<file path="src/rtl/serial_adder_pkg.sv">
// -----------------------------------------------------------------------------
// serial_adder_pkg
//
// Shared definitions for the bit-serial adder:
//   - DEFAULT_WIDTH : default operand/sum width in bits
//   - state_t       : 2-bit FSM state type
//   - IDLE/RUN/DONE : state encodings (0/1/2)
// -----------------------------------------------------------------------------
package serial_adder_pkg;

    localparam int DEFAULT_WIDTH = 8;

    typedef logic [1:0] state_t;

    localparam state_t IDLE = 2'd0;
    localparam state_t RUN  = 2'd1;
    localparam state_t DONE = 2'd2;

endpackage : serial_adder_pkg

</file>
<file path="src/rtl/full_adder.sv">
// -----------------------------------------------------------------------------
// full_adder
//
// Existing 1-bit full adder cell, used unmodified by serial_adder.
//
// Ports:
//   A, B  in  operand bits
//   Cin   in  carry in
//   S     out sum bit
//   Cout  out carry out
// -----------------------------------------------------------------------------
module full_adder (
    input  logic A,
    input  logic B,
    input  logic Cin,
    output logic S,
    output logic Cout
);

    assign S    = A ^ B ^ Cin;
    assign Cout = (A & B) | (Cin & (A ^ B));

endmodule : full_adder

</file>
<file path="src/rtl/serial_adder.sv">
// -----------------------------------------------------------------------------
// serial_adder
//
// Bit-serial WIDTH-bit adder built around a single full_adder cell. Operands
// are latched on an accepted start, then one bit per clock is added LSB-first
// with the carry held in a flip-flop. The result is registered into sum/cout
// on the last bit and announced by a one-cycle done pulse.
//
// Optional build macro: SERIAL_ADDER_OVF_EN
//   defined   : ovf = two's-complement overflow of the last addition
//   undefined : ovf tied to 0, no extra flip-flop
//
// Ports:
//   clk    in   clock, rising edge
//   rst    in   asynchronous active-high reset
//   start  in   request, sampled in IDLE or DONE only
//   a, b   in   WIDTH-bit operands, latched on accepted start
//   cin    in   carry-in, latched on accepted start
//   busy   out  high while bits are being added (RUN)
//   done   out  one-cycle pulse, results valid from this cycle
//   sum    out  WIDTH-bit registered result
//   cout   out  registered carry-out
//   ovf    out  registered signed overflow (0 unless SERIAL_ADDER_OVF_EN)
// -----------------------------------------------------------------------------
module serial_adder
    import serial_adder_pkg::*;
#(
    parameter int WIDTH = DEFAULT_WIDTH
) (
    input  logic             clk,
    input  logic             rst,
    input  logic             start,
    input  logic [WIDTH-1:0] a,
    input  logic [WIDTH-1:0] b,
    input  logic             cin,
    output logic             busy,
    output logic             done,
    output logic [WIDTH-1:0] sum,
    output logic             cout,
    output logic             ovf
);

    localparam int CNT_W = $clog2(WIDTH);
    localparam logic [CNT_W-1:0] LAST_BIT = CNT_W'(WIDTH - 1);

    state_t           state;
    logic [WIDTH-1:0] a_sr;
    logic [WIDTH-1:0] b_sr;
    logic [WIDTH-1:0] acc_sr;
    logic [WIDTH-1:0] acc_next;
    logic [CNT_W-1:0] cnt;
    logic             carry;
    logic             fa_s;
    logic             fa_cout;
    logic             last_edge;

    full_adder u_full_adder (
        .A    (a_sr[0]),
        .B    (b_sr[0]),
        .Cin  (carry),
        .S    (fa_s),
        .Cout (fa_cout)
    );

    // The new sum bit enters at the MSB; after WIDTH shifts the first bit
    // computed has reached bit 0. Written as shift-then-OR so every bit of
    // acc_sr is consumed.
    assign acc_next  = (acc_sr >> 1) | {fa_s, {(WIDTH-1){1'b0}}};
    assign last_edge = (state == RUN) && (cnt == LAST_BIT);

    assign busy = (state == RUN);
    assign done = (state == DONE);

    // NOTE: state registers use non-blocking assignments so every flop
    // samples the pre-edge values of the others, independent of statement order.
    always_ff @(posedge clk or posedge rst) begin
        if (rst) begin
            state  <= IDLE;
            a_sr   <= '0;
            b_sr   <= '0;
            acc_sr <= '0;
            cnt    <= '0;
            carry  <= 1'b0;
            sum    <= '0;
            cout   <= 1'b0;
        end else begin
            case (state)
                IDLE, DONE: begin
                    if (start) begin
                        a_sr   <= a;
                        b_sr   <= b;
                        carry  <= cin;
                        acc_sr <= '0;
                        cnt    <= '0;
                        state  <= RUN;
                    end else begin
                        state  <= IDLE;
                    end
                end
                RUN: begin
                    acc_sr <= acc_next;
                    carry  <= fa_cout;
                    a_sr   <= a_sr >> 1;
                    b_sr   <= b_sr >> 1;
                    cnt    <= cnt + CNT_W'(1);
                    if (cnt == LAST_BIT) begin
                        sum   <= acc_next;
                        cout  <= fa_cout;
                        state <= DONE;
                    end
                end
                default: state <= IDLE;
            endcase
        end
    end

`ifdef SERIAL_ADDER_OVF_EN
    // On the final edge the carry flop holds the carry into the MSB;
    // overflow is that carry disagreeing with the carry out of the MSB.
    always_ff @(posedge clk or posedge rst) begin
        if (rst) begin
            ovf <= 1'b0;
        end else if (last_edge) begin
            ovf <= carry ^ fa_cout;
        end
    end
`else
    assign ovf = 1'b0;

    // last_edge only drives the overflow flop; keep it referenced here.
    logic unused_last_edge;
    assign unused_last_edge = last_edge;
`endif

endmodule : serial_adder

</file>
<file path="config.mk">
export PLATFORM = sky130hd
export DESIGN_NAME = serial_adder
export DESIGN_NICKNAME = d
export VERILOG_FILES = /design/src/rtl/serial_adder_pkg.sv /design/src/rtl/full_adder.sv /design/src/rtl/serial_adder.sv
export SDC_FILE = /design/constraint.sdc
export NUM_CORES = 1
export LEC_CHECK = 0
export ABC_AREA = 1
export CAP_MARGIN = 0
export CELL_PAD_IN_SITES_DETAIL_PLACEMENT = 0
export CELL_PAD_IN_SITES_GLOBAL_PLACEMENT = 1
export CORE_ASPECT_RATIO = 0.9
export CORE_MARGIN = 2
export CORE_UTILIZATION = 35
export DETAILED_ROUTE_END_ITERATION = 12
export HOLD_SLACK_MARGIN = 0.05
export PLACE_DENSITY_LB_ADDON = 0.1
export SLEW_MARGIN = 20
export SYNTH_ARGS = -nofsm -noshare
export SYNTH_HDL_FRONTEND = slang
export SYNTH_HIERARCHICAL = 1
export SYNTH_SLANG_ARGS = --single-unit
</file>
<file path="constraint.sdc">
create_clock -name clk -period 1.2 [get_ports clk]
set_clock_uncertainty 0.05 [all_clocks]
set_input_delay 0.12 -clock clk [delete_from_list [all_inputs] [get_ports clk]]
set_output_delay 0.12 -clock clk [all_outputs]
set_load 0.005 [all_outputs]
</file>
==> results list <==
- Setup repair after global routing missed its margin: true
* Final Instance Area: around 2900 sq um
* Number of standard cells in the layout, taps in and fillers out: 352
- Number of core rows: 25
- Dividing the detail-routed wire length by the instance count gives 12.20 um.
- Along the worst path, the maximum fanout reaches 8.
- The total area inside the core boundary comes to about 5200 sq um.
- The number of hold-slack violations in the final timing report was 0.
* Failing checks: setup timing
- The number of antenna violations at the first check in global routing was 0.
- Type of the worst setup path: reg2reg
- Yosys synthesis warning count: 6
- Post-synthesis area per instance: around 8.5 sq um
* HPWL Detailed: roughly 2800 um
- The number of global-route vias before repair came to 1549.
* Number of vias after detailed routing: 1562
- R2R cell count: 8
* Buffer type at the clock tree root: sky130_fd_sc_hd__clkbuf_8
* Effective utilization at floorplan: 0.3600
- The share of synthesized area in the top cell type comes to 0.5057.
- Worst Hold Class: in2async
* Violation count after the first detailed-routing iteration: 74
- Result of the run: finished with violations
- From bottom edge to top edge, the die measures 73.54 um.
* Max-capacitance violation count: 0
- Number of synthesized register bits: 38
- The worst setup path is captured at a flip-flop.
- Setup violations remaining at the end of the flow were counted as 34.
* Clock slew at reported path FFs: 70 ps
* Fraction of the yosys area taken by sequential cells: 0.5057
- P per Cell Area: 2734 nW/um^2
- Count of inserted antenna diode cells: 0
* Vias per cell: approximately 4.4
- Share of final-layout standard cells stronger than drive strength 1: 0.4035
- Clock tree from TritonCTS: built
- The number of pins with negative max-slew slack in the final report was 0.
* Kind of start point of the critical path: flip-flop
- Htree depth: 2
* Crit path setup slack, layout: -88.43 ps
* Remaining number of nets flagged by the antenna check after routing: 0
* First-pass GRT wire length: 7479 um
* Period utilisation layout: 1.074
- Clock tree sinks: 38
* Area contributors post-synth: sky130_fd_sc_hd__dfrtp_1 51%, sky130_fd_sc_hd__nand2_1 14%, sky130_fd_sc_hd__inv_1 8.0%
- At the end of routability-driven placement, the weighted congestion stood at 0.7247.
* Clock latency reported for the late side of the worst-skew pair: a little under 300 ps
- Maximum resistive drop on vdd: 0.001312 V
- Leak Pwr: 1.491 nW
* Number of standard cells after synthesis: 222
- Total Routed Length: 4296 um
* Largest net degree at the start of global routing: 39
- Count of TritonRoute iterations in the first routing pass: 5
- Maximum buffer depth of the clock tree: 2
- Detailed-route DRC error count: 0
- I/O Buffers: 30
- In this run the cell area measured after placement is between 2000 and 2500 sq um.
- The floorplan step defined a die boundary enclosing 5976 sq um.
- Subtracting the final worst setup slack from the clock period gives 1288 ps.
- For this run, the total global-route usage over all layers was measured as 0.1679.
- Number of placed instances, taps included: 330
- Final global-route overflow total: 0
* Number of nets in the synthesized netlist: 245
* Area delta synth->final: 54.82%
- In this run the horizontal extent of the chip is 81.27 um.
- Data arrival at the endpoint of the critical path: ~1400 ps
- Number of distinct library cells after synthesis: 21
- Number of nets in the finished design: 307
- Clock buffer count from CTS: 5
- Critical Path RT: 1330 ps
- Of all cell types, the one taking the most synthesized area is sky130_fd_sc_hd__dfrtp_1.
* Max Fclk: 776.1 MHz
* Ports placed on the boundary: 32
- Combined area of all synthesized cells: between 1500 and 2000 sq um
## path summary, 6_finish.rpt
check | startpoint | to | slack (ps)
worst max-delay path | state[0] | cnt[1] | -90
worst min-delay path | rst | b_sr[7] | 130
worst max register to register | state[0] | cnt[1] | -90
worst min register to register | sum[4] | sum[4] | 430
max in group asynchronous | rst | state[0] | 770
min in group clk | b[7] | b_sr[7] | 330
## what timing repair did
action                                  in CTS  in global routing
hold buffers                                 0                  0
endpoints found under the hold margin        0                  0
gates cloned                                 6                  0
buffers inserted                             7                  1
gates resized for setup                     92                 22
endpoints found under the setup margin      47                 39
pin swaps                                   13                  6
## layer usage
layer  track usage  share of wire
met4       0.06215          0.014
met5             0              0
met2        0.2468           0.47
met1        0.2417           0.49
met3       0.03808          0.030
## synth_stat cells
library cell,number
sky130_fd_sc_hd__nand2_4,2
sky130_fd_sc_hd__buf_4,3
sky130_fd_sc_hd__ha_1,2
sky130_fd_sc_hd__inv_2,1
sky130_fd_sc_hd__conb_1,1
sky130_fd_sc_hd__nor2_4,1
sky130_fd_sc_hd__nand3_1,30
sky130_fd_sc_hd__o21ai_1,4
sky130_fd_sc_hd__a21oi_1,1
sky130_fd_sc_hd__inv_1,40
sky130_fd_sc_hd__nor2_1,2
sky130_fd_sc_hd__buf_2,2
sky130_fd_sc_hd__nand2_1,71
sky130_fd_sc_hd__inv_6,1
sky130_fd_sc_hd__o21ai_0,6
sky130_fd_sc_hd__nand2_8,2
sky130_fd_sc_hd__inv_4,1
sky130_fd_sc_hd__fa_1,1
sky130_fd_sc_hd__dfrtp_1,38
sky130_fd_sc_hd__o21ai_2,8
sky130_fd_sc_hd__buf_6,5
## logic make-up (layout without fill, tap and decap cells)
family,after synthesis,count (layout),synth area share
adders and majority gates,3,3,0.02395
and+or+nand+nor,108,112,0.2648
buffers and inverters,53,112,0.1371
other,1,1,0.001994
AOI/OAI and AO/OA,19,19,0.06653
DFF,38,38,0.5057
## sequential cells by signal, summed over array words and instances (netlist names)
signal / flops
state: 2
cnt: 3
carry: 1
sum: 8
acc_sr: 7
a_sr: 8
b_sr: 8
cout: 1
## critical path: stages, from the launching register on
cell                      delay (ps)
sky130_fd_sc_hd__dfrtp_2         410
sky130_fd_sc_hd__buf_6           130
sky130_fd_sc_hd__inv_4            60
sky130_fd_sc_hd__buf_6           110
sky130_fd_sc_hd__nand2_8          70
sky130_fd_sc_hd__nand2_8         180
sky130_fd_sc_hd__inv_12           70
sky130_fd_sc_hd__nand2_2          60
sky130_fd_sc_hd__nand2_1          50
## per-stage QoR
step	hold WS [ps]	utilization	worst slack (ps)	TNS, ps	total power, W
floorplan	191.0	-	-14.39	-14.39	0.004363
global placement	412.7	0.4549	-116.7	-2017	0.005653
detailed placement	415.7	0.4549	-127.1	-2447	0.005674
CTS	129.6	0.5435	-106.0	-1737	0.007809
global route	171.4	0.5574	-151.4	-3885	0.008671
finish	126.9	0.5574	-88.43	-1619	0.007962
## placed cells by master, fill, tap and decap left out, types with 2 or more instances in the layout
master	instances
sky130_fd_sc_hd__o21ai_1	2
sky130_fd_sc_hd__clkbuf_8	6
sky130_fd_sc_hd__inv_4	3
sky130_fd_sc_hd__nand2_2	23
sky130_fd_sc_hd__buf_8	2
sky130_fd_sc_hd__dfrtp_1	37
sky130_fd_sc_hd__buf_6	12
sky130_fd_sc_hd__buf_12	4
sky130_fd_sc_hd__clkdlybuf4s50_1	19
sky130_fd_sc_hd__nand2_4	7
sky130_fd_sc_hd__o21ai_2	16
sky130_fd_sc_hd__nand2_8	7
sky130_fd_sc_hd__dlygate4sd2_1	9
sky130_fd_sc_hd__nand3_1	19
sky130_fd_sc_hd__nand3_2	11
sky130_fd_sc_hd__nand2_1	42
sky130_fd_sc_hd__buf_2	2
sky130_fd_sc_hd__inv_1	38
sky130_fd_sc_hd__buf_4	11
sky130_fd_sc_hd__inv_12	2
## power by group
part / total (W) / internal, W / switching [W]
clock network: 0.000912 / 0.000464 / 0.000449
registers: 0.00230 / 0.00189 / 0.000406
logic: 0.00475 / 0.00227 / 0.00248
## final cells by class
cell class	instances	area (sq um)
inverter	43	181.4
timing repair buffer	59	606.8
multi-input combinational	135	968.4
tap	67	83.83
sequential	38	952.2
clock buffer	7	86.33
clock inverter	1	5.005
fill	477	2312
timing repair inverter	2	27.53
Note: power is estimated with default switching activity, not from simulation.
